$ cat config.mk
export PLATFORM = sky130hd
export DESIGN_NAME = uart_write_ctrl
export DESIGN_NICKNAME = d
export VERILOG_FILES = /design/src/rtl/uart_write_ctrl.sv
export SDC_FILE = /design/constraint.sdc
export NUM_CORES = 1
export LEC_CHECK = 0
export CORE_MARGIN = 5
export CORE_UTILIZATION = 35
export DETAILED_ROUTE_END_ITERATION = 8
export PLACE_DENSITY = 0.59
export SETUP_SLACK_MARGIN = 0.2
export SYNTH_ARGS = -nofsm -noshare
export SYNTH_HDL_FRONTEND = slang
export SYNTH_SLANG_ARGS = --single-unit
$ cat constraint.sdc
create_clock -name uart_clk -period 3.5 [get_ports uart_clk]
set_input_delay 0.875 -clock uart_clk [delete_from_list [all_inputs] [get_ports uart_clk]]
set_output_delay 0.875 -clock uart_clk [all_outputs]
set_load 0.03 [all_outputs]
$ cat src/rtl/uart_write_ctrl.sv
// uart_write_ctrl: write-side controller of an async FIFO, clocked by uart_clk.
// Synchronises the Gray read pointer and derives full, fill level and overflow.
module uart_write_ctrl #(
    parameter int ADDR_WIDTH = 4,
    parameter int AFULL_LVL  = 12
) (
    input  logic                  uart_clk,
    input  logic                  reset,
    input  logic                  push,
    input  logic [ADDR_WIDTH:0]   r_ptr_gray,
    input  logic                  clr_ovf,
    output logic                  wr_en,
    output logic [ADDR_WIDTH-1:0] w_add,
    output logic [ADDR_WIDTH:0]   w_ptr_gray,
    output logic                  comp_full,
    output logic                  almost_full,
    output logic [ADDR_WIDTH:0]   fill_lvl,
    output logic                  overflow
);
    localparam int PW = ADDR_WIDTH + 1;
    localparam logic [PW-1:0] AFULL_W = PW'(AFULL_LVL);

    logic [PW-1:0] w_ptr_q, w_ptr_d;
    logic [PW-1:0] w_gray_q, w_gray_d;
    logic [PW-1:0] sync1_q, sync2_q;
    logic [PW-1:0] r_ptr_sync;
    logic          ovf_q, ovf_d;

    always_ff @(posedge uart_clk or negedge reset) begin
        if (!reset) begin
            sync1_q <= '0;
            sync2_q <= '0;
        end else begin
            sync1_q <= r_ptr_gray;
            sync2_q <= sync1_q;
        end
    end

    // Binary bit i is the XOR of all Gray bits from i up to the MSB.
    always_comb begin
        r_ptr_sync = '0;
        for (int i = 0; i < PW; i++)
            r_ptr_sync[i] = ^(sync2_q >> i);
    end

    assign comp_full   = (w_ptr_q[PW-1] != r_ptr_sync[PW-1]) &&
                         (w_ptr_q[ADDR_WIDTH-1:0] == r_ptr_sync[ADDR_WIDTH-1:0]);
    assign fill_lvl    = w_ptr_q - r_ptr_sync;
    assign almost_full = comp_full | (fill_lvl >= AFULL_W);
    assign wr_en       = push & ~comp_full;
    assign w_add       = w_ptr_q[ADDR_WIDTH-1:0];
    assign w_ptr_gray  = w_gray_q;
    assign overflow    = ovf_q;

    always_comb begin
        w_ptr_d  = w_ptr_q + {{ADDR_WIDTH{1'b0}}, wr_en};
        w_gray_d = w_ptr_d ^ (w_ptr_d >> 1);
        ovf_d    = (push & comp_full) | (ovf_q & ~clr_ovf);
    end

    always_ff @(posedge uart_clk or negedge reset) begin
        if (!reset) begin
            w_ptr_q  <= '0;
            w_gray_q <= '0;
            ovf_q    <= 1'b0;
        end else begin
            w_ptr_q  <= w_ptr_d;
            w_gray_q <= w_gray_d;
            ovf_q    <= ovf_d;
        end
    end
endmodule
* Word-level counts from Yosys, hierarchy flattened *
Index checks and enable logic that the tools add are counted.

word-level totals
  flip-flop bits (word level) = 21
  input port bits = 9
  output and inout port bits = 18

cells by class
  $add $sub $neg = 2
  order comparisons = 1
  eq/ne operators = 2
  bitwise gates (word level) = 8
  reduce and logical (&&, ||, !) cells = 6

operators by type and width
  kind                                                                                  count
  5-bit XOR reduction                                                                   5
  5-bit by 1-bit adder with 5-bit output                                                1
  5-bit by 4-bit greater-or-equal comparator with 1-bit output (second input constant)  1
  5-bit subtractor                                                                      1
  5-bit by 4-bit bitwise XOR with 5-bit output                                          1
  4-bit equality test                                                                   1
  1-bit AND                                                                             3
  1-bit NOT                                                                             2
  1-bit bitwise OR                                                                      2
  1-bit logical AND                                                                     1
  1-bit inequality test                                                                 1

* Logic depth before layout (Yosys ltp) *
Gate-level depths: netlist (run 1).

  depth in word-level cells = 7
  depth in mapped cells = 13
  gate-level depth less buffers = 13

* Least setup slack after synthesis (run 1) *
Ideal clock, no wire load.

  path kind = register to output
  start = reg sync2_q[4]
  end = out almost_full
  data arrival time = 2.729 ns
  required time = 2.625 ns
  path slack = -0.104 ns
  stages on the path, launching flop included = 9
  path buffers = 0
  path through = dfrtp_1 xnor2_2 xor2_2 xor2_2 xnor2_1 ha_1 fa_1 xnor2_1 o2bb2ai_1

on the way
  longest elaborated chain between the ends = 4

ends and longest elaborated chain
  element                                                           line  text
  start, declared                                                   25    logic [PW-1:0] sync1_q, sync2_q;
  start signal, assigned                                            35    sync2_q <= sync1_q;
  5-bit XOR reduction                                               43    r_ptr_sync[i] = ^(sync2_q >> i);
  5-bit subtractor (*)                                              48    assign fill_lvl = w_ptr_q - r_ptr_sync;
  named net fill_lvl[2]                                             17    output logic [ADDR_WIDTH:0] fill_lvl,
  5-bit by 4-bit greater-or-equal comparator with 1-bit output (*)  49    assign almost_full = comp_full | (fill_lvl >= AFULL_W);
  1-bit bitwise OR (*)                                              49
  end, declared                                                     16    output logic almost_full,

Mark *: on every way through the listed nets, which the timed path passes. The rest lies on a longest branch.

* Worst setup path in the final report (run 1) *
  start = reg sync2_q[4]
  end = out almost_full

on the way
  longest elaborated chain between the ends = 4

ends and longest elaborated chain
  element                                                                                                   line
  5-bit XOR reduction                                                                                       43
  5-bit subtractor, or another cell as far along                                                            48
  5-bit by 4-bit greater-or-equal comparator with 1-bit output / 1-bit logical AND (equally long branches)  49, 46
  1-bit bitwise OR (*)                                                                                      49

Every way passes the cells marked *; elsewhere a longest branch is shown, timed or not.

==> results.toml, run 1 <==
[routing]
vias = 587
viasPerCell = 4.35
drt-initial-drc-count = 6
wire_per_inst_um = 12.0
drc = 0
drt_first_pass_iters = 2
ant_nets = 0
routed_wl_um = 1620

[run_status]
status = "finished with violations"
violations = "negative setup slack"

[worst_hold_path]
whs_endpoint = "sync2_q[3]"
min_path_type = "reg2reg"
min_from = "sync1_q[3]"
hold_path_depth = 0

[finish]
post-route-cell-area_um2 = 1330
area_growth_pct = 50.6
post-route-util = 0.541
fillers = 225
antenna_cells = 0
nets = 123
drive_above_1_share = 0.314

[placement]
dpl_cell_area_um2 = 1200
place_hpwl_um = 1230
gp_congestion = 0.667
pre_cts_slack_ps = 37.7
port_buffers = 26

[yosys]
synth-seq-cells = 20
ys_top_cells_by_count = "dfrtp_1 (20), inv_1 (8), ha_1 (7)"
syn_area_um2 = 882
synth_ff_type = "dfrtp_1"
synth_top_area_frac = 0.567
yosys_warnings = 0
synth-edff-count = 0
synth-seq-area-share = 0.567
yosysMostFrequentCell = "dfrtp_1"
synth_cells = 67
syn-mean-instance-area_um2 = 13.2
async_reset_ff_frac = 1.00
synthesis.nets = 84
ys_top_cells_by_area = "dfrtp_1 (57%), ha_1 (9.9%), xor2_1 (6.0%), xnor2_1 (5.0%), xor2_2 (3.7%)"
ys_types = 17
synth_area_leader_cell = "dfrtp_1"

[grt]
grt_pass1_vias = 606
grt_max_degree = 21
grt_first_pass_wirelength_um = 2700
grt_util_all_layers = 0.101
antenna_found_initial = 0
grt_overflow = 0

[worst_setup_path]
r2r_cells = 13
reg2reg_setup_slack_ps = 540
critPathKind = "reg2out"
crit_path_max_fanout = 3
r2r_end = "w_ptr_gray[1]"
reg2reg_from = "sync2_q[4]"
cp-end-kind = "output port"
critical_path_required_ps = 2620
crit_arrival_ps = 2630
critPathLaunchType = "flip-flop"

[clock_tree]
clk_pin_slew_ps = 110
cts_inserted_buffers = 3
cts_tree = "yes"
clock_path_buffers = 2
clock_latency_ps = 290
root_buffer = "clkbuf_4"
ctsHoldBuffers = 0
htree_levels = 1
cts_num_sinks = 20

[sta]
slew_violations = 0
rsz0062_at_grt = "true"
tightest_slew_ps = 853
fin_crit_sh = 1.00
setup_viol = 1
relSlewSlack = 0.430
fmax_mhz = 285
clock_skew_ps = 2.39
finalHoldViolCount = 0
setup_ws_ps = -6.13
period_needed_ps = 3510
timing.hold.ws_ps = 359

[flow_run]
drv_cap = 0

[die]
die_w_um = 60.2
ios = 27
initial_core_util = 0.359
std_cell_rows = 18
dieHeight_um = 60.2
die_area_um2 = 3620
core_region_area_um2 = 2450
[through the flow]
step                      cells  setup TNS (ps)
after floorplan              67               0
after global placement      124               0
after detailed placement    124               0
after CTS                   132           -10.1
after global routing        135            -314
final                       135           -6.13
[registers in the layout, summed over array words and instances, names as in the netlist]
| signal | cells |
|---|---|
| sync1_q | 5 |
| sync2_q | 5 |
| w_ptr_gray | 5 |
| overflow | 1 |
| w_ptr_q | 4 |
[worst max path at each step]
stage / cells past startpoint / to / startpoint / slack (ps)
after global placement: 11 / almost_full / sync2_q[4] / 80
after detailed placement: 11 / almost_full / sync2_q[4] / 40
after CTS: 11 / almost_full / sync2_q[3] / -10
final: 11 / almost_full / sync2_q[4] / -6
after floorplan: 10 / almost_full / sync2_q[4] / 100
after global routing: 11 / almost_full / sync2_q[4] / -160
[routing by layer]
metal | vias to the layer above | track usage | part of all wire
met5 | - | 0 | 0
met4 | 0 | 0.0475 | 0.0080
met3 | 2 | 0.0216 | 0.052
met2 | 13 | 0.164 | 0.51
met1 | 282 | 0.127 | 0.43
li1 | 290 | - | -
[logic make-up after synthesis]
| logic type | Yosys count | synth area share |
|---|---|---|
| flip-flops | 20 | 0.567 |
| XOR/XNOR | 14 | 0.165 |
| AND/OR/NAND/NOR | 12 | 0.0794 |
| buffers and inverters | 8 | 0.0340 |
| adder cells (fa/ha/maj) | 8 | 0.122 |
| AO/OA/AOI/OAI | 5 | 0.0326 |
[final cells by class]
type | instances | area [um2] | area share
inverter | 8 | 30.0 | 0.0226
tap | 30 | 37.5 | 0.0282
multi-input combinational | 39 | 388 | 0.292
clock inverter | 1 | 30.0 | 0.0226
timing repair buffer | 34 | 320 | 0.241
sequential | 20 | 500 | 0.377
clock buffer | 3 | 22.5 | 0.0169
[what timing repair did]
action	CTS	global route
setup buffers	4	3
cloned	0	0
gates resized for setup	30	11
endpoints found under the setup margin	8	7
pin swaps	7	3
[cell usage in the layout (no fill, tap or decap)]
cell	instances
buf_4	9
dlygate4sd2_1	1
clkbuf_4	4
xnor2_2	2
ha_2	1
nand2_1	2
bufinv_16	1
a21oi_1	1
ha_1	6
o2bb2ai_2	1
o21ai_2	1
nand4_1	1
nand3b_1	1
xnor2_1	4
inv_2	1
dfrtp_1	20
nor2b_2	4
inv_1	7
a21oi_2	1
buf_6	5
clkdlybuf4s50_1	18
xor2_1	6
fa_2	1
nand3_1	3
and4_1	1
xor2_2	2
o21ai_0	1
[critical path: stages (launching register included)]
cell and delay, ps:
dfrtp_1 430, xnor2_2 240, xor2_2 210, xor2_2 190
xnor2_1 90, ha_2 180, fa_2 360, nor2b_2 140
o21ai_2 80, and4_1 160, o2bb2ai_2 120, buf_6 140
Power of run 1 is not shown: default switching activity piles up to over one toggle a cycle in this logic, so the estimate is an artifact.
==> inputs of run 2 (changes only) <==
CORE_UTILIZATION = 45   (was 35)
PLACE_DENSITY = 0.73   (was 0.59)
==> run 2 against run 1 <==
Compared with the run above: the flow now finishes without violations; clock skew decreased by 1.9 ps; worst hold slack lost 3.0 ps; clock-buffer cell count increased by 1; maximum frequency grew 0.39%; first-iteration DRC count stayed put; utilization grew 15 points; critical path depth did not move; flip-flop and latch count stayed put; cell area grew 0.28%; highest routed layer unchanged.
==> results.toml, run 2 (synthesis results as in run 1) <==
[routing]
drt_first_pass_iters = 4
ant_nets = 0
routed_wl_um = 1650
drc = 0
wire_per_inst_um = 12.5
drt-initial-drc-count = 6
viasPerCell = 4.55
vias = 600

[placement]
gp_congestion = 0.706
dp_cells = 120
dpl_cell_area_um2 = 1190
place_hpwl_um = 1260
port_buffers = 26

[clock_tree]
clk_pin_slew_ps = 100
ctsHoldBuffers = 0
clock_path_buffers = 2
root_buffer = "clkbuf_4"
cts_num_sinks = 20
cts_tree = "yes"
clock_latency_ps = 290
cts_inserted_buffers = 3
htree_levels = 1

[worst_hold_path]
min_from = "sync1_q[2]"
min_path_type = "reg2reg"

[sta]
finalHoldViolCount = 0
setup_viol = 0
tns_ps = 0
fin_crit_sh = 0.998
relSlewSlack = 0.453
slew_violations = 0
rsz0062_at_grt = "true"
clock_skew_ps = 0.460
period_needed_ps = 3490
tightest_slew_ps = 817
timing.hold.ws_ps = 356
fmax_mhz = 286

[worst_setup_path]
critical_path_required_ps = 2620
critPathLaunchType = "flip-flop"
cp-startpoint = "sync2_q[4]"
critPathKind = "reg2out"
reg2reg_from = "sync2_q[4]"
cp-end-kind = "output port"
crit_arrival_ps = 2620
crit_path_max_fanout = 3

[finish]
drive_above_1_share = 0.324
instances_no_fill = 132
post-route-cell-area_um2 = 1330
mostFrequentLayoutCells = "dfrtp_1 (20), clkdlybuf4s50_1 (18), buf_4 (9)"
mostFrequentLayoutCell = "dfrtp_1"
fillers = 147
antenna_cells = 0
area_growth_pct = 51.1
nets = 123

[die]
die_area_um2 = 2950
dieHeight_um = 54.3
ios = 27
std_cell_rows = 16
die_w_um = 54.3
core_region_area_um2 = 1920
initial_core_util = 0.459

[grt]
antenna_found_initial = 0
grt_first_pass_wirelength_um = 2800
grt_max_degree = 21
grt_pass1_vias = 639
grt_overflow = 0
grt_util_all_layers = 0.138

[run_status]
status = "finished clean"

[flow_run]
drv_cap = 0
[run 2: repair_timing]
| action | in CTS | in global routing |
|---|---|---|
| pin swaps | 7 | 4 |
| setup buffers | 5 | 3 |
| gates resized for setup | 30 | 13 |
| setup endpoints to repair | 8 | 7 |
[run 2: path summary, 6_finish.rpt]
check	to	cells past startpoint	slack, ps
worst max-delay path	almost_full	11	7
max in group asynchronous	sync2_q[3]	1	1950
worst min-delay path	sync2_q[2]	0	360
min in group asynchronous	w_ptr_gray[0]	1	1050
worst min register to register	sync2_q[2]	0	360
worst max register to register	w_ptr_gray[1]	13	440
[run 2: metal layers]
metal  global-route usage  routed length (um)  vias up
met1                0.153                 636      296
met2                0.233                 927       13
met3               0.0300                  70        2
met5                    0                   0        -
met4               0.0954                  17        0
li1                     -                   -      289
[run 2: critical path, cell delays in order (launching register included)]
cell and delay [ps]:
dfrtp_1 430, xnor2_2 220, xor2_2 240, xor2_2 190, xnor2_1 80, ha_2 180, fa_2 350, nor2b_2 130
o21ai_2 80, and4_1 160, o2bb2ai_2 120, buf_6 140
[run 2: layout make-up]
cell class / instances / area [um2] / share of cell area
clock buffers: 4 / 36.3 / 0.0272
repair buffers: 34 / 320 / 0.240
multi-input cells: 39 / 412 / 0.309
flip-flops and latches: 20 / 500 / 0.376
inverters: 8 / 30.0 / 0.0225
well taps: 27 / 33.8 / 0.0254
[run 2: through the flow]
stage	setup slack, ps	utilization
6_report	7.47	0.693
3_3_place_gp	45.2	0.618
4_1_cts	-16.0	0.659
5_1_grt	-133	0.693
2_1_floorplan	105	-
3_5_place_dp	-21.7	0.618
Power of run 2 is left out for the same reason.
